`src/rtl/capture_ctrl.sv`:
```
// Acquisition sequencer for the 512x8 scope sample RAM: circular pre-trigger capture, trigger, freeze, readout.
// Optional auto-trigger timeout is compiled in with `define CAPTURE_AUTO_TRIG_EN.
module capture_ctrl #(
    parameter int unsigned ADDR_W  = 9,
    parameter int unsigned DATA_W  = 8,
    parameter int unsigned PRETRIG = 128,
    parameter int unsigned AUTO_TO = 2 ** 20
) (
    input  logic              clock,
    input  logic              reset,
    input  logic              arm,
    input  logic              sample_en,
    input  logic [DATA_W-1:0] adc_data,
    input  logic [DATA_W-1:0] trig_level,
    input  logic              trig_slope,
    output logic              ram_wren,
    output logic [ADDR_W-1:0] ram_wraddress,
    output logic [DATA_W-1:0] ram_data,
    output logic [ADDR_W-1:0] ram_rdaddress,
    input  logic [DATA_W-1:0] ram_q,
    input  logic              rd_req,
    input  logic [ADDR_W-1:0] rd_index,
    output logic [DATA_W-1:0] rd_data,
    output logic              rd_valid,
    output logic              busy,
    output logic              done,
    output logic              auto_trig
);
    localparam int unsigned DEPTH    = 2 ** ADDR_W;
    localparam int unsigned POSTTRIG = DEPTH - PRETRIG;

    if (PRETRIG < 1 || PRETRIG > DEPTH - 2 || AUTO_TO < 1) begin : g_param_check
        $error("capture_ctrl: PRETRIG or AUTO_TO out of range");
    end

    typedef enum logic [2:0] {IDLE, PRE, ARMED, POST, DONE} state_t;
    state_t state, state_d;

    logic [ADDR_W-1:0] wr_ptr;
    logic [ADDR_W-1:0] trig_addr;
    logic [ADDR_W-1:0] seg_cnt;
    logic [DATA_W-1:0] prev;
    logic              capturing;
    logic              start;
    logic              crossed;
    logic              timeout;
    logic              fire;
    logic              rd_pipe;

    always_comb begin
        state_d   = state;
        fire      = 1'b0;
        start     = arm && (state == IDLE || state == DONE);
        capturing = (state == PRE) || (state == ARMED) || (state == POST);
        crossed   = trig_slope ? (prev > trig_level && adc_data <= trig_level)
                               : (prev < trig_level && adc_data >= trig_level);
        case (state)
            IDLE, DONE: if (start) state_d = PRE;
            PRE:        if (sample_en && seg_cnt == ADDR_W'(PRETRIG - 1)) state_d = ARMED;
            ARMED: begin
                if (sample_en && (crossed || timeout)) begin
                    fire    = 1'b1;
                    state_d = POST;
                end
            end
            POST:       if (sample_en && seg_cnt == ADDR_W'(POSTTRIG - 1)) state_d = DONE;
            default:    state_d = IDLE;
        endcase
    end

    always_ff @(posedge clock) begin
        if (reset) state <= IDLE;
        else       state <= state_d;
    end

    // seg_cnt counts PRE samples, then POST samples (the trigger sample is number 1).
    // prev follows every captured strobe; PRE always captures at least one sample,
    // so ARMED never compares against data left over from an earlier capture.
    always_ff @(posedge clock) begin
        if (reset) begin
            wr_ptr        <= '0;
            trig_addr     <= '0;
            seg_cnt       <= '0;
            prev          <= '0;
            ram_wren      <= 1'b0;
            ram_wraddress <= '0;
            ram_data      <= '0;
            ram_rdaddress <= '0;
            rd_pipe       <= 1'b0;
            rd_valid      <= 1'b0;
            busy          <= 1'b0;
            done          <= 1'b0;
        end else begin
            ram_wren <= sample_en && capturing;
            if (sample_en && capturing) begin
                ram_data      <= adc_data;
                ram_wraddress <= wr_ptr;
                wr_ptr        <= wr_ptr + ADDR_W'(1);
                prev          <= adc_data;
            end

            if (start) begin
                seg_cnt <= '0;
                busy    <= 1'b1;
                done    <= 1'b0;
            end else if (fire) begin
                seg_cnt   <= ADDR_W'(1);
                trig_addr <= wr_ptr;
            end else if (sample_en && (state == PRE || state == POST)) begin
                seg_cnt <= seg_cnt + ADDR_W'(1);
            end

            if (state == POST && state_d == DONE) begin
                busy <= 1'b0;
                done <= 1'b1;
            end

            rd_pipe  <= rd_req && (state == DONE);
            rd_valid <= rd_pipe;
            if (rd_req && state == DONE)
                ram_rdaddress <= trig_addr - ADDR_W'(PRETRIG) + rd_index;
        end
    end

    assign rd_data = ram_q;

`ifdef CAPTURE_AUTO_TRIG_EN
    localparam int unsigned TO_W = $clog2(AUTO_TO + 1);
    logic [TO_W-1:0] to_cnt;
    logic            auto_q;

    assign timeout   = (to_cnt == TO_W'(AUTO_TO - 1));
    assign auto_trig = auto_q;

    always_ff @(posedge clock) begin
        if (reset) begin
            to_cnt <= '0;
            auto_q <= 1'b0;
        end else begin
            if (state != ARMED) to_cnt <= '0;
            else if (sample_en) to_cnt <= to_cnt + TO_W'(1);
            if (start)     auto_q <= 1'b0;
            else if (fire) auto_q <= ~crossed;
        end
    end
`else
    assign timeout   = 1'b0;
    assign auto_trig = 1'b0;
`endif

endmodule
```
`config.mk`:
```
export PLATFORM = sky130hd
export DESIGN_NAME = capture_ctrl
export DESIGN_NICKNAME = d
export VERILOG_FILES = /design/src/rtl/capture_ctrl.sv
export SDC_FILE = /design/constraint.sdc
export NUM_CORES = 1
export LEC_CHECK = 0
export BUFFER_PORTS_ARGS = -buffer_cell sky130_fd_sc_hd__buf_2
export CORE_MARGIN = 3
export CORE_UTILIZATION = 48
export DETAILED_ROUTE_END_ITERATION = 10
export PLACE_DENSITY_LB_ADDON = 0.15
export RECOVER_POWER = 100
export SKIP_CTS_REPAIR_TIMING = 1
export SYNTH_ARGS = -nofsm -noshare
export SYNTH_HDL_FRONTEND = slang
export SYNTH_SLANG_ARGS = --single-unit
```
`constraint.sdc`:
```
create_clock -name clock -period 2.2 [get_ports clock]
set_input_delay 0.44 -clock clock [delete_from_list [all_inputs] [get_ports clock]]
set_output_delay 0.44 -clock clock [all_outputs]
set_load 0.02 [all_outputs]
```
==> results.json <==
{
  "grt_setup_unrepaired": "true",
  "clk_path_buf_depth": 2,
  "timing.slew.headroom": 0.5268,
  "cp_max_fo": 19,
  "synthDistinctLibCells": 43,
  "initial_core_util": 0.5038,
  "syn_to_final_growth_pct": 13.92,
  "drtPass1Iterations": 4,
  "setup_ws_ns": 0.1006,
  "drive_above_1_share": 0.1270,
  "hold_viol": 0,
  "path_clk_slew_ns": 0.07,
  "min_path_type": "in -> reg",
  "cts_made_buffers": 9,
  "cts_tree": "done",
  "clock-skew-final_ns": 0.01176,
  "avgViaCountPerCell": 5.328,
  "htreeDepth": 3,
  "worst_pin_slew_ns": 0.7098,
  "grt_pass1_wl_microns": 11240,
  "final.setup.tns_ns": 0,
  "p_per_area_mw_per_mm2": 619.4,
  "drc_errors": 0,
  "vias": 2760,
  "ir_drop_mv": 0.3606,
  "crit_arrival_ns": 2.36,
  "grt_overflow": 0,
  "grt_max_degree": 52,
  "rows": 29,
  "critPathCaptureType": "register",
  "fin_crit_ns": 2.099,
  "antenna-diode-count": 0,
  "syn_avg_cell_area_sq_um": 8.476,
  "dieWidth_microns": 88.56,
  "mostFrequentLayoutCells": "64 x nand2_1, 61 x dfxtp_1, 40 x a21oi_1, 32 x ha_1, 31 x clkbuf_1",
  "nNetsFinal": 511,
  "finalSetupViolCount": 0,
  "synth_edf_count": 0,
  "cap_violations": 0,
  "yosysSeqAreaShare": 0.3732,
  "gp_congestion": 0.8731,
  "async_reset_ff_frac": 0,
  "core_sq_mm": 0.006495,
  "path_class": "reg -> reg",
  "status": "finished clean",
  "root_buffer": "clkbuf_8",
  "synth-main-ff-cell": "dfxtp_1",
  "max_freq_mhz": 476.3,
  "totalWireLength_microns": 6770,
  "synth_nets": 459,
  "port_buffers": 60,
  "dp_slack_ns": -0.1735,
  "ios": 78,
  "synth_warnings": 0,
  "grt_usage": 0.1820,
  "wl_per_cell_microns": 13.07,
  "first_iter_violations": 41,
  "ys_ff_latch": 61,
  "postLayoutCoreUtil": 0.5739,
  "fp.dieArea_sq_mm": 0.007843,
  "antenna_found_initial": 0,
  "netlist_area_sq_mm": 0.003272,
  "p_leak_uw": 0.001476,
  "fp.dieH_microns": 88.56,
  "slew_viol_final": 0,
  "finalCritPeriodShare": 0.9543,
  "required_ns": 2.46,
  "grt_pass1_vias": 2645,
  "cp-start-kind": "register",
  "clock_sinks": 61,
  "dp_hpwl_microns": 4907,
  "ant_nets": 0,
  "final_common_cell": "nand2_1",
  "clk_latency_ns": 0.34,
  "syn_inst": 386
}
-- worst max-delay path: stages, from the launching register on --
cell	delay [ns]
dfxtp_1	0.33
ha_1	0.29
nor2b_1	0.14
o211ai_1	0.09
a21o_1	0.18
a221o_1	0.32
o21ai_1	0.25
buf_12	0.21
mux2i_1	0.21
-- per-stage QoR --
stage | hold slack, ns | cells | instance area (sq um) | power [uW]
6_report | 0.3525 | 518 | 3727 | 2309
5_1_grt | 0.3627 | 518 | 3727 | 2416
4_1_cts | 0.3380 | 518 | 3764 | 2349
3_5_place_dp | 0.4311 | 504 | 3576 | 1370
3_3_place_gp | 0.4180 | 504 | 3576 | 1365
2_1_floorplan | 0.4138 | 386 | 3276 | 1317
-- layer usage --
metal / GRT usage / wire [microns] / share of wire
met2: 0.3066 / 3234 / 0.48
met5: 0 / 0 / 0
met1: 0.2222 / 3164 / 0.47
met3: 0.04004 / 256 / 0.038
met4: 0.08104 / 114 / 0.017
-- path summary, 6_finish.rpt --
kind / end / start / slack [ns] / cells past startpoint
worst max register to register: trig_addr[8] / prev[1] / 0.10 / 8
worst min register to register: rd_valid / rd_pipe / 0.45 / 1
worst min-delay path: prev[6] / adc_data[6] / 0.35 / 3
worst max-delay path: trig_addr[8] / prev[1] / 0.10 / 8
-- area by class of cell --
| class | instances | area, sq um |
|---|---|---|
| Sequential cell | 61 | 1221 |
| Tap cell | 77 | 96.34 |
| Multi-Input combinational cell | 281 | 1834 |
| Clock inverter | 4 | 50.05 |
| Fill cell | 639 | 2768 |
| Inverter | 19 | 71.32 |
| Timing Repair Buffer | 66 | 316.6 |
| Clock buffer | 10 | 137.6 |
-- cell usage after synthesis, types with 2 or more instances --
library cell | instances | share of area
nand4_1 | 12 | 0.023
xnor2_1 | 9 | 0.024
nor2_1 | 14 | 0.016
o21ba_2 | 2 | 0.0061
a21o_1 | 3 | 0.0069
a21oi_1 | 42 | 0.064
clkbuf_1 | 11 | 0.013
dfxtp_1 | 61 | 0.37
xor2_1 | 10 | 0.027
ha_1 | 33 | 0.13
nand2b_1 | 20 | 0.038
nor4_1 | 2 | 0.0038
buf_2 | 2 | 0.0031
nor2b_1 | 6 | 0.011
nand3_1 | 7 | 0.011
nor3_1 | 12 | 0.018
mux2i_1 | 10 | 0.031
o21ai_0 | 7 | 0.011
or3_1 | 4 | 0.0076
nand2_1 | 64 | 0.073
inv_1 | 19 | 0.022
nand3b_1 | 3 | 0.0069
o211ai_1 | 5 | 0.011
buf_4 | 9 | 0.021
-- where the power goes --
| group | leakage, uW | internal, uW | total, uW | switching (uW) |
|---|---|---|---|---|
| clock | 0.0000902 | 539 | 967 | 428 |
| combinational | 0.000893 | 86.1 | 213 | 127 |
| sequential | 0.000493 | 1120 | 1130 | 11.5 |
| total | 0.00148 | 1740 | 2310 | 567 |
-- kinds of logic after synthesis --
kind of cell,Yosys count,synth area share
buf+inv,44,0.06883
fa+ha+maj,34,0.1323
simple gates,152,0.2279
flops,61,0.3732
other cells,1,0.001146
compound gates,65,0.1151
mux,10,0.03059
xor+xnor,19,0.05086
-- registers in the layout (all words and copies together) (netlist names) --
signal and flops:
rd_pipe 1, state 3, ram_wraddress 9, rd_valid 1, prev 8, busy 1, ram_rdaddress 9, wr_ptr 9
seg_cnt 9, done 1, trig_addr 9, ram_wren 1
No activity file was read; power rests on OpenSTA's default activity.
